### config.mk
export PLATFORM = sky130hd
export DESIGN_NAME = osc_voice_sched
export DESIGN_NICKNAME = d
export VERILOG_FILES = /design/src/rtl/osc_voice_sched.sv
export SDC_FILE = /design/constraint.sdc
export NUM_CORES = 1
export LEC_CHECK = 0
export CAP_MARGIN = 20
export CORE_AREA = 2 2 237 333
export DETAILED_ROUTE_END_ITERATION = 12
export DIE_AREA = 0 0 239 335
export PLACE_DENSITY_LB_ADDON = 0.3
export SYNTH_ARGS = -nofsm -noshare
export SYNTH_HDL_FRONTEND = slang
export SYNTH_SLANG_ARGS = --single-unit
export TNS_END_PERCENT = 20
### constraint.sdc
create_clock -name clk -period 3.29 [get_ports clk]
set_input_delay 0.658 -clock clk [delete_from_list [all_inputs] [get_ports clk]]
set_output_delay 0.658 -clock clk [all_outputs]
set_load 0.005 [all_outputs]
### src/rtl/osc_voice_sched.sv
// Time-division oscillator scheduler: each sample tick advances NV NCO phases,
// runs them one by one through a shared waveform generator and publishes a frame.
//
// state   | meaning
// IDLE    | waiting for a sample tick
// ADV     | advance (or sync-zero) phase of voice v
// ISSUE   | gen_req held with gen_phs until gen_ack
// WAIT    | request accepted, waiting for gen_valid
// PUBLISH | copy shadow frame to smp_out, pulse smp_valid
module osc_voice_sched #(
  parameter int NV  = 4,
  parameter int DIV = 1000,
  parameter int PW  = 32,
  parameter int SW  = 16,
  localparam int IW = $clog2(NV),
  localparam int DW = $clog2(DIV)
) (
  input  logic             clk,
  input  logic             reset,
  input  logic             freq_we,
  input  logic [IW-1:0]    freq_idx,
  input  logic [PW-1:0]    freq_val,
  input  logic [NV-1:0]    sync_n,
  output logic             gen_req,
  output logic [PW-1:0]    gen_phs,
  input  logic             gen_ack,
  input  logic             gen_valid,
  input  logic [SW-1:0]    gen_out,
  output logic             ena,
  output logic [NV*SW-1:0] smp_out,
  output logic             smp_valid,
  output logic [NV-1:0]    rate,
  output logic             busy,
  output logic             overrun
);

  typedef enum logic [2:0] {IDLE, ADV, ISSUE, WAIT, PUBLISH} state_t;

  state_t           state;
  logic [IW-1:0]    v;
  logic [PW-1:0]    phs  [NV];
  logic [PW-1:0]    freq [NV];
  logic [NV-1:0]    sync_q;
  logic [NV-1:0]    sync_pend;
  logic [NV-1:0]    sync_fall;
  logic [NV-1:0]    sync_clr;
  logic [NV*SW-1:0] shadow;
  logic [DW-1:0]    div_cnt;
  logic [PW-1:0]    phs_nxt;
  logic             last_v;
  logic             take;

  assign sync_fall = sync_q & ~sync_n;

  always_comb begin
    phs_nxt  = sync_pend[v] ? '0 : phs[v] + freq[v];
    last_v   = (v == IW'(NV-1));
    take     = gen_valid && ((state == ISSUE && gen_ack) || state == WAIT);
    sync_clr = '0;
    if (state == ADV && sync_pend[v]) sync_clr[v] = 1'b1;
  end

  always_ff @(posedge clk) begin
    if (!reset) begin
      div_cnt <= '0;
      ena     <= 1'b0;
    end else if (div_cnt == DW'(DIV-1)) begin
      div_cnt <= '0;
      ena     <= 1'b1;
    end else begin
      div_cnt <= div_cnt + 1'b1;
      ena     <= 1'b0;
    end
  end

  always_ff @(posedge clk) begin
    if (!reset) begin
      for (int i = 0; i < NV; i++) freq[i] <= '0;
    end else if (freq_we && int'(freq_idx) < NV) begin
      freq[freq_idx] <= freq_val;
    end
  end

  // A new falling edge beats the ADV clear, so it is honoured next frame.
  always_ff @(posedge clk) begin
    if (!reset) begin
      sync_q    <= '0;
      sync_pend <= '0;
    end else begin
      sync_q    <= sync_n;
      sync_pend <= (sync_pend & ~sync_clr) | sync_fall;
    end
  end

  always_ff @(posedge clk) begin
    if (!reset) begin
      rate <= '0;
    end else begin
      for (int i = 0; i < NV; i++) rate[i] <= phs[i][PW-1];
    end
  end

  always_ff @(posedge clk) begin
    if (!reset) begin
      state     <= IDLE;
      v         <= '0;
      gen_req   <= 1'b0;
      gen_phs   <= '0;
      shadow    <= '0;
      smp_out   <= '0;
      smp_valid <= 1'b0;
      busy      <= 1'b0;
      overrun   <= 1'b0;
      for (int i = 0; i < NV; i++) phs[i] <= '0;
    end else begin
      smp_valid <= 1'b0;
      if (ena && state != IDLE) overrun <= 1'b1;
      case (state)
        IDLE: begin
          if (ena) begin
            state <= ADV;
            v     <= '0;
            busy  <= 1'b1;
          end
        end
        ADV: begin
          phs[v]  <= phs_nxt;
          gen_phs <= phs_nxt;
          gen_req <= 1'b1;
          state   <= ISSUE;
        end
        ISSUE, WAIT: begin
          if (gen_ack) gen_req <= 1'b0;
          if (take) begin
            shadow[int'(v)*SW +: SW] <= gen_out;
            if (last_v) begin
              state <= PUBLISH;
            end else begin
              v     <= v + 1'b1;
              state <= ADV;
            end
          end else if (state == ISSUE && gen_ack) begin
            state <= WAIT;
          end
        end
        PUBLISH: begin
          smp_out   <= shadow;
          smp_valid <= 1'b1;
          busy      <= 1'b0;
          state     <= IDLE;
        end
        default: state <= IDLE;
      endcase
    end
  end

endmodule

=== Word-level counts from Yosys, hierarchy flattened ===
Memory sizes are Yosys's and may differ from the RTL's. A register that Yosys moved wholly into a read port is not among the register bits.
Cells that the tools add are included.

* Bits in registers: 188
* Latch bits: 0
* RAM bits: 256
* Memory bits (read-only): 0
* Input port bits: 59
* Output and inout bits: 105
* Logic and storage cells: 103
* Memories kept: 2

{| class="wikitable"
|+ Memory list
! name !! words !! bits a word !! read ports !! clocked after memory_dff !! write ports !! RTL line !! source
|-
| freq || 4 || 32 || 1 || 1 || 4 || 42 || <nowiki>logic [PW-1:0] freq [NV];</nowiki>
|-
| phs || 4 || 32 || 5 || 5 || 4 || 41 || <nowiki>logic [PW-1:0] phs [NV];</nowiki>
|}

* Add/sub/neg operators: 4
* Multiply operators: 0
* Divide/modulo/power cells: 0
* $lt $le $gt $ge: 2
* Equality and inequality tests: 11
* Shift operators: 2
* Muxes and demuxes: 39
* Bitwise logic cells: 6
* Reductions and logical operators: 24

{| class="wikitable"
|+ Operators with widths
! kind !! number
|-
| 32-bit two-way mux || 3
|-
| 64-bit bitwise mux || 1
|-
| 32-bit OR reduction || 2
|-
| 16-bit by 33-bit variable shift with 64-bit output, first input constant || 1
|-
| 16-bit by 33-bit variable part select with 64-bit output || 1
|-
| 6-bit negator with 33-bit output || 1
|-
| 32-bit adder || 1
|-
| 2-bit two-way mux || 9
|-
| 1-bit two-way mux || 15
|-
| 3-bit two-way mux || 4
|-
| 10-bit by 1-bit adder with 10-bit output, second input constant || 1
|-
| 10-bit == test, second input constant || 1
|-
| 3-bit case mux with 3 select lines || 1
|-
| 4-bit bitwise AND || 2
|-
| 2-bit != test, second input constant || 4
|-
| 4-bit inverter || 2
|-
| 2-bit AND reduction || 4
|-
| 3-bit by 2-bit == test with 1-bit output, second input constant || 2
|-
| 2-bit nonzero test || 3
|-
| 1-bit logical AND || 5
|-
| 1-bit logical NOT || 4
|-
| 4-bit two-way mux || 1
|-
| 4-bit bitwise OR || 1
|-
| 1-bit case mux with 2 select lines || 2
|-
| other kinds (16) || 17
|}

=== Depth between registers and ports, before layout ===
Gate-level depths: netlist of the first run.

* Depth in word-level cells: 8
* Gate-level depth with buffers: 13
* Depth with buffers taken out: 11

=== Least setup slack after synthesis of the first run ===
Ideal clock, no wire load.

* Path type: reg-to-reg
* Start point: register (tool-made name)
* End point: memory phs[0][20], data pin
* Library setup time: 0.265 ns
* Arrival time: 3.248 ns
* Required time: 3.025 ns
* Slack: -0.223 ns
* Cell stages (with the launch flop): 12
* Path buffers: 2
* Clock period less this slack: 3.513 ns
* Cells stage by stage: dfxtp_1 clkbuf_1 buf_2 mux4_2 ha_1 a21o_1 a31o_2 nor4_4 a21oi_2 a221oi_4 xor2_2 nor2_1

{| class="wikitable"
|+ RTL lines
! item !! RTL line
|-
| end, declared || 41
|}

==> parameters.txt, run 1 <==
Parameter                              Value

STA
  Final setup violation count ... 3
  Fin worst setup slack ... -0.0283 ns
  Min cycle time layout ... 3.32 ns
  RSZ-0062 raised after global routing ... yes
  Fmax ... 0.301 GHz
  Worst clock skew on the final layout ... 0.0378 ns
  Max-slew violation count ... 0
  Actual slew at the worst max-slew pin ... 0.971 ns
  Max-slew headroom ... 35.3%
  Hold Fails Final Rpt ... 0
  Ratio of final minimum period to clock period ... 101%
  Total Negative Setup Slacks ... -0.0660 ns
  Tightest hold margin ... 0.443 ns

Clock tree
  Library cell used as clock root buffer ... sky130_fd_sc_hd__clkbuf_16
  Clock tree sinks ... 450
  Count of H-tree levels built during CTS ... 2
  Max Buffers Root-to-Sink ... 3
  Reg clk slew, reported paths ... 0.06 ns
  CTS tree ... built
  Clock buffers created by TritonCTS ... 47
  Skew-Pair Late Insertion Delay ... 0.61 ns

Route
  Violation count after the first detailed-routing iteration ... 778
  Count of unresolved DRC violations after routing ... 0
  Routed len/inst ... 20.3 um
  Remaining antenna violation count after routing ... 0
  Drt first pass iters ... 5
  Total wire length ... 59,800 um
  Detail-routed via count per cell ... 4.72
  Routed vias ... 13,900

Global route
  Number of antenna violations at the first check in global routing ... 10
  Vias in the first global route ... 14,600
  Leftover overflow at the end of global routing ... 0
  Pin count of the biggest net entering global routing ... 75
  Aggregate global-route resource usage ... 14.8%
  First-pass GRT wire length ... 89,500 um

Pwr
  Static Leakage ... 9.32 nW
  Power density over the cells ... 497 nW/um2
  Peak VDD IR ... 0.313 mV

Yosys
  Flop and latch count out of synthesis ... 450
  Syn avg cell area ... 11.9 um2
  Count of flip-flops with a built-in enable after synthesis ... 256
  Post-synthesis instance area ... 19,200 um2
  Number of nets produced by synthesis ... 1,706
  Fraction of the yosys area taken by sequential cells ... 60.4%
  Most used flip-flop cell after synthesis ... sky130_fd_sc_hd__edfxtp_1
  Count of cell types in the netlist ... 64
  Yosys warnings ... 0
  Cells after synthesis ... 1,607
  Share of flip-flops with an asynchronous set or reset ... 0%

Setup path
  Type of the worst setup path ... flip-flop to flip-flop
  Crit Path Max Fanout ... 7
  Startpoint Class ... flip-flop
  Required time at the endpoint of the critical path ... 3.78 ns
  Worst setup EP type ... flip-flop
  Depth of the worst register-to-register path ... 14
  Arrival time reported for the critical path endpoint ... 3.81 ns

Layout
  Finished Layout Cells ... 2,940
  Share of final-layout standard cells stronger than drive strength 1 ... 23.6%
  Finished Cell Area ... 25,700 um2
  Layout area overhead ... 34.3%
  Inserted Diodes ... 0
  Layout Utilization ... 33.3%
  Most frequent cells in the layout ... sky130_fd_sc_hd__edfxtp_1, sky130_fd_sc_hd__dfxtp_1, sky130_fd_sc_hd__clkdlybuf4s50_1, sky130_fd_sc_hd__buf_4, sky130_fd_sc_hd__nand2_1
  Leading cell type in the layout, fill and taps excluded ... sky130_fd_sc_hd__edfxtp_1
  Net count, final ... 2,017

Min path
  Worst hold path type ... flip-flop to flip-flop
  Worst hold path depth ... 2

Run status
  Outcome ... finished, violations left
  Failing checks ... negative setup slack

Floorplan
  Die outline area ... 80,100 um2
  Core box area ... 77,200 um2
  Initial core utilization ... 24.8%
  Rows ... 121
  Boundary pin count ... 164
  Die extent in y ... 335 um
  Die width ... 239 um

Placed design
  Weighted congestion at the end of routability-driven global placement ... 0.821
  Cell Area, Placed ... 23,100 um2
  DP Wirelength ... 39,800 um
  Number of port buffers ... 163
  Placed cell count ... 2,826

Job
  Max capacitance violation total ... 0
==> per-stage QoR <==
| step | setup slack [ns] | power, mW |
|---|---|---|
| 2_1_floorplan | 0.00242 | 6.80 |
| 3_3_place_gp | -0.289 | 7.34 |
| 3_5_place_dp | -0.335 | 7.36 |
| 4_1_cts | -0.0811 | 12.9 |
| 5_1_grt | -0.142 | 13.2 |
| 6_report | -0.0283 | 12.8 |
==> registers in the layout (all words and copies together) (netlist names), named ones only <==
register	cells
ena	1
gen_phs	32
sync_pend	4
state	3
smp_valid	1
overrun	1
busy	1
sync_q	4
div_cnt	10
smp_out	64
shadow	64
gen_req	1
freq	128
phs	128
rate	4
v	2
==> synthesized netlist by cell type (4+ instances only) <==
master | number | share of area (%)
sky130_fd_sc_hd__edfxtp_1 | 256 | 40
sky130_fd_sc_hd__dfxtp_1 | 194 | 20
sky130_fd_sc_hd__nand2_1 | 171 | 3.4
sky130_fd_sc_hd__nor2_1 | 149 | 2.9
sky130_fd_sc_hd__a21oi_1 | 118 | 3.1
sky130_fd_sc_hd__and2_1 | 109 | 3.6
sky130_fd_sc_hd__nand3_1 | 81 | 2.1
sky130_fd_sc_hd__clkbuf_1 | 69 | 1.4
sky130_fd_sc_hd__a22o_1 | 65 | 3.0
sky130_fd_sc_hd__mux4_2 | 64 | 7.5
sky130_fd_sc_hd__and3_1 | 41 | 1.3
sky130_fd_sc_hd__ha_1 | 39 | 2.5
sky130_fd_sc_hd__o21ai_0 | 31 | 0.81
sky130_fd_sc_hd__inv_1 | 24 | 0.47
sky130_fd_sc_hd__nor3_1 | 20 | 0.52
sky130_fd_sc_hd__xor2_1 | 18 | 0.82
sky130_fd_sc_hd__a21o_1 | 16 | 0.63
sky130_fd_sc_hd__buf_2 | 13 | 0.34
sky130_fd_sc_hd__xnor2_1 | 13 | 0.59
sky130_fd_sc_hd__buf_1 | 10 | 0.20
sky130_fd_sc_hd__nand4_1 | 10 | 0.33
sky130_fd_sc_hd__nor2b_1 | 8 | 0.26
sky130_fd_sc_hd__or3_1 | 8 | 0.26
sky130_fd_sc_hd__o21a_1 | 6 | 0.24
sky130_fd_sc_hd__nand2b_1 | 5 | 0.16
sky130_fd_sc_hd__o21ai_1 | 5 | 0.13
sky130_fd_sc_hd__o21bai_1 | 5 | 0.20
sky130_fd_sc_hd__nor3b_1 | 4 | 0.16
sky130_fd_sc_hd__o211ai_1 | 4 | 0.16
==> worst max-delay path: stages, from the launching register on <==
cell and delay [ns]:
sky130_fd_sc_hd__dfxtp_4 0.36, sky130_fd_sc_hd__buf_12 0.14, sky130_fd_sc_hd__buf_12 0.12, sky130_fd_sc_hd__buf_6 0.09, sky130_fd_sc_hd__mux4_2 0.54, sky130_fd_sc_hd__ha_4 0.32
sky130_fd_sc_hd__nor2b_4 0.16, sky130_fd_sc_hd__o211a_4 0.20, sky130_fd_sc_hd__o21ai_4 0.09, sky130_fd_sc_hd__a21o_1 0.25, sky130_fd_sc_hd__a2111oi_4 0.38, sky130_fd_sc_hd__buf_4 0.18
sky130_fd_sc_hd__nor3_4 0.05, sky130_fd_sc_hd__buf_6 0.13, sky130_fd_sc_hd__o31ai_4 0.20
==> per-layer routing <==
| metal | GRT usage (%) | vias up | routed length (um) |
|---|---|---|---|
| li1 | - | 6465 | - |
| met1 | 16.7 | 6882 | 23100 |
| met2 | 26.7 | 386 | 30800 |
| met3 | 3.94 | 121 | 3860 |
| met4 | 5.28 | 20 | 2010 |
| met5 | 0 | - | 127 |
==> cell type report <==
| cell class | instances | area [um2] |
|---|---|---|
| repair buffers | 354 | 3360 |
| flip-flops and latches | 450 | 11600 |
| fillers | 7759 | 51500 |
| well taps | 984 | 1230 |
| clock inverters | 23 | 223 |
| clock buffers | 64 | 1310 |
| multi-input cells | 1039 | 7930 |
| inverters | 26 | 97.6 |
==> worst paths after layout <==
kind / slack, ns / to / start
worst max-delay path: -0.03 / gen_phs[30] / flip-flop
worst min-delay path: 0.44 / gen_phs[9] / gen_phs[9]
worst max register to register: -0.03 / gen_phs[30] / flip-flop
worst min register to register: 0.44 / gen_phs[9] / gen_phs[9]
==> report_power, final <==
group          total (mW)  leakage [nW]  switching, mW  internal, mW
clock network        5.37         0.747           2.33          3.03
registers            6.17          4.13         0.0520          6.12
logic                1.24          4.44          0.668         0.567
total                12.8          9.32           3.05          9.72
==> logic make-up after synthesis <==
| logic type | count (synthesis) | share of synthesized area (%) |
|---|---|---|
| xor gates and xnor gates | 32 | 1.50 |
| adders and majority gates | 40 | 2.65 |
| AOI/OAI and AO/OA | 281 | 9.84 |
| and+or+nand+nor | 622 | 15.7 |
| muxes | 64 | 7.52 |
| DFF | 450 | 60.4 |
| buffers and inverters | 118 | 2.40 |
==> timing repair <==
action	4_1_cts	5_1_grt
pin swaps	33	36
hold buffers	0	0
hold endpoints to repair	0	0
gates resized for setup	99	66
setup endpoints to repair	74	79
cloned	4	0
setup buffers	14	11
Note: power is estimated with default switching activity, not from simulation.
==> run 2, diff against run 1 <==
--- a/config.mk
+++ b/config.mk
@@ -10,6 +10,7 @@
 export DETAILED_ROUTE_END_ITERATION = 12
 export DIE_AREA = 0 0 239 335
 export PLACE_DENSITY_LB_ADDON = 0.3
+export SLEW_MARGIN = 10
 export SYNTH_ARGS = -nofsm -noshare
 export SYNTH_HDL_FRONTEND = slang
 export SYNTH_SLANG_ARGS = --single-unit
==> constraint.sdc (replaced) <==
create_clock -name clk -period 3.29 [get_ports clk]
set_input_delay 0.658 -clock clk [delete_from_list [all_inputs] [get_ports clk]]
set_output_delay 0.658 -clock clk [all_outputs]
set_load 0.05 [all_outputs]
==> results of run 2 <==
Same layout as run 1 (identical final DEF). Status: finished, violations left: negative setup slack.
==> run 3, diff against run 2 <==
--- a/config.mk
+++ b/config.mk
@@ -7,9 +7,11 @@
 export LEC_CHECK = 0
 export CAP_MARGIN = 20
 export CORE_AREA = 2 2 237 333
+export CTS_CLUSTER_DIAMETER = 30
 export DETAILED_ROUTE_END_ITERATION = 12
 export DIE_AREA = 0 0 239 335
 export PLACE_DENSITY_LB_ADDON = 0.3
+export SKIP_LAST_GASP = 1
 export SLEW_MARGIN = 10
 export SYNTH_ARGS = -nofsm -noshare
 export SYNTH_HDL_FRONTEND = slang
==> parameters.txt, run 3 (synthesis gave the netlist of run 1 again) <==
Parameter                              Value

Pwr
  Power density over the cells ... 615 nW/um2
  Static Leakage ... 10.1 nW (+8.1%)
  Total chip power ... 16.7 mW
  Peak VDD IR ... 0.507 mV (+62%)

Clock tree
  Count of H-tree levels built during CTS ... 3 (+1)
  Max Buffers Root-to-Sink ... 3 (unchanged)
  Clock buffers created by TritonCTS ... 90 (+91%)
  Quantity of hold-fixing buffers added after cts ... 0 (unchanged)
  Skew-Pair Late Insertion Delay ... 0.63 ns (+0.02 ns)
  Clock tree sinks ... 450 (unchanged)
  Library cell used as clock root buffer ... sky130_fd_sc_hd__clkbuf_16
  Reg clk slew, reported paths ... 0.05 ns (about the same)
  CTS tree ... built

Floorplan
  Initial core utilization ... 24.8% (unchanged)
  Rows ... 121 (unchanged)
  Die extent in y ... 335 um (unchanged)
  Die width ... 239 um (unchanged)
  Boundary pin count ... 164 (unchanged)
  Die outline area ... 80,100 um2 (unchanged)
  Core box area ... 77,200 um2 (unchanged)

STA
  Ratio of final minimum period to clock period ... 102% (+1.4 points)
  Actual slew at the worst max-slew pin ... 1.00 ns (+0.0298 ns)
  Final setup violation count ... 11 (+8)
  Worst clock skew on the final layout ... 0.0214 ns (-0.0163 ns)
  Hold Fails Final Rpt ... 0 (unchanged)
  Min cycle time layout ... 3.36 ns (+0.0461 ns)
  Fmax ... 0.297 GHz (-1.4%)
  Max-slew headroom ... 33.3% (-2.0 points)
  Fin worst setup slack ... -0.0744 ns (-0.0461 ns)
  Max-slew violation count ... 0 (unchanged)
  RSZ-0062 raised after global routing ... yes

Layout
  Biggest registers after layout ... freq: 128 flops, phs: 128 flops
  Most frequent cells in the layout ... sky130_fd_sc_hd__edfxtp_1, sky130_fd_sc_hd__dfxtp_1, sky130_fd_sc_hd__buf_4, sky130_fd_sc_hd__nand2_1, sky130_fd_sc_hd__clkdlybuf4s50_1
  Leading cell type in the layout, fill and taps excluded ... sky130_fd_sc_hd__edfxtp_1
  Finished Layout Cells ... 3,023 (+2.8%)
  Share of final-layout standard cells stronger than drive strength 1 ... 25.2% (+1.6 points)
  Finished Cell Area ... 27,100 um2 (+5.5%)
  Net count, final ... 2,061 (+2.2%)
  Layout area overhead ... 41.7%

Route
  Remaining antenna violation count after routing ... 0 (unchanged)
  Count of unresolved DRC violations after routing ... 0 (unchanged)
  Total wire length ... 60,500 um (+1.1%)
  Detail-routed via count per cell ... 4.66 (-1.2%)
  Routed vias ... 14,100 (+1.6%)
  Routed len/inst ... 20.0 um (-1.7%)
  Drt first pass iters ... 5 (unchanged)
  Violation count after the first detailed-routing iteration ... 695 (-11%)

Setup path
  Startpoint Class ... flip-flop
  Cells along the critical path ... buf_12 -> buf_12 -> mux4_2 -> ha_4 -> a21o_1 -> buf_4 -> a31oi_1 -> a21o_1 -> a2111oi_4 -> buf_4 -> nor3_4 -> buf_4 -> o31ai_2
  Maximum single-stage delay on the critical path ... 0.53 ns (about the same)
  Arrival time reported for the critical path endpoint ... 3.83 ns (+0.02 ns)
  Library cell contributing the largest single delay on the critical path ... sky130_fd_sc_hd__mux4_2
  Required time at the endpoint of the critical path ... 3.76 ns (-0.02 ns)
  Gate family responsible for the most delay along the worst path ... compound AO/OA/AOI/OAI gates
  Number of buffer and inverter instances along the worst setup path ... 5 (unchanged)
  Crit Path Max Fanout ... 7 (unchanged)
  Worst setup EP type ... flip-flop
  Type of the worst setup path ... flip-flop to flip-flop
  Crit-path most repeated cell ... sky130_fd_sc_hd__buf_4

Placed design
  DP Wirelength ... 39,800 um (unchanged)
  Weighted congestion at the end of routability-driven global placement ... 0.821 (unchanged)
  Number of port buffers ... 163 (unchanged)
  Placed cell count ... 2,826 (unchanged)
  Pre-CTS worst setup slack ... -0.335 ns (unchanged)
  Cell Area, Placed ... 23,100 um2 (unchanged)

Global route
  First-pass GRT wire length ... 91,000 um (+1.6%)
  Aggregate global-route resource usage ... 15.0% (+0.21 points)
  Number of antenna violations at the first check in global routing ... 10 (unchanged)
  Leftover overflow at the end of global routing ... 0 (unchanged)
  Pin count of the biggest net entering global routing ... 75 (unchanged)
  Vias in the first global route ... 15,000 (+2.9%)

Min path
  Worst hold path type ... flip-flop to flip-flop

Run status
  Failing checks ... negative setup slack
  Outcome ... finished, violations left

Job
  Max capacitance violation total ... 0 (unchanged)
-- run 3: cell count changes in the layout (fill, tap and decap cells not counted), moves of 4 or more --
cell,change
sky130_fd_sc_hd__clkinv_2,+10
sky130_fd_sc_hd__buf_4,+8
sky130_fd_sc_hd__ha_4,-5
sky130_fd_sc_hd__o21ai_2,-4
sky130_fd_sc_hd__clkbuf_16,+44
sky130_fd_sc_hd__buf_6,-4
sky130_fd_sc_hd__clkbuf_1,+7
sky130_fd_sc_hd__nand2_1,+6
sky130_fd_sc_hd__nand2_2,-5
sky130_fd_sc_hd__bufinv_16,+9
sky130_fd_sc_hd__clkbuf_8,+6
-- run 3: per-layer routing --
layer	GRT usage (%)	up-vias	share of wire, %	routed length, um
li1	-	6599	-	-
met1	16.5	6974	38	22800
met2	27.4	387	52	31700
met3	4.29	120	6.8	4140
met4	5.12	20	2.8	1710
met5	0	-	0.22	133
-- run 3: layout make-up --
class                      instances  area [um2]
fill                            7670       50100
sequential                       450       11600
multi-input combinational       1039        7770
timing repair buffer             355        3330
clock buffer                     117        2470
tap                              984        1230
clock inverter                    51         672
inverter                          26        97.6
antenna                            1        2.50
-- run 3: final timing paths --
kind,startpoint,to,slack (ns),cells past startpoint
hold / removal,gen_phs[9],gen_phs[9],0.44,2
setup reg to reg,flip-flop,gen_phs[30],-0.07,13
setup / recovery,flip-flop,gen_phs[30],-0.07,13
hold reg to reg,gen_phs[9],gen_phs[9],0.44,2
-- run 3: power by group --
group | switching (mW) | internal, mW | total, mW
sequential | 0.0525 | 6.14 | 6.19
clock | 3.07 | 6.25 | 9.32
combinational | 0.657 | 0.539 | 1.20
-- run 3: worst register-to-register path, cell delays in order (launching register included) --
cell	delay (ns)
sky130_fd_sc_hd__dfxtp_4	0.38
sky130_fd_sc_hd__buf_12	0.15
sky130_fd_sc_hd__buf_12	0.13
sky130_fd_sc_hd__mux4_2	0.53
sky130_fd_sc_hd__ha_4	0.29
sky130_fd_sc_hd__a21o_1	0.20
sky130_fd_sc_hd__buf_4	0.15
sky130_fd_sc_hd__a31oi_1	0.36
sky130_fd_sc_hd__a21o_1	0.28
sky130_fd_sc_hd__a2111oi_4	0.10
sky130_fd_sc_hd__buf_4	0.15
sky130_fd_sc_hd__nor3_4	0.27
sky130_fd_sc_hd__buf_4	0.17
sky130_fd_sc_hd__o31ai_2	0.05
-- run 3: what timing repair did --
action / in CTS / in global routing
setup buffers: 13 / 13
gates cloned: 3 / 1
gates resized for setup: 75 / 48
pin swaps: 24 / 27
setup endpoints to repair: 74 / 92
-- run 3: metrics by stage --
step / TNS (ns) / utilization [%] / hold WS [ns]
2_1_floorplan: 0 / - / 0.430
3_3_place_gp: -8.87 / 29.9 / 0.435
3_5_place_dp: -10.67 / 29.9 / 0.438
4_1_cts: -0.904 / 34.7 / 0.445
5_1_grt: -4.18 / 35.2 / 0.456
6_report: -0.368 / 35.2 / 0.439
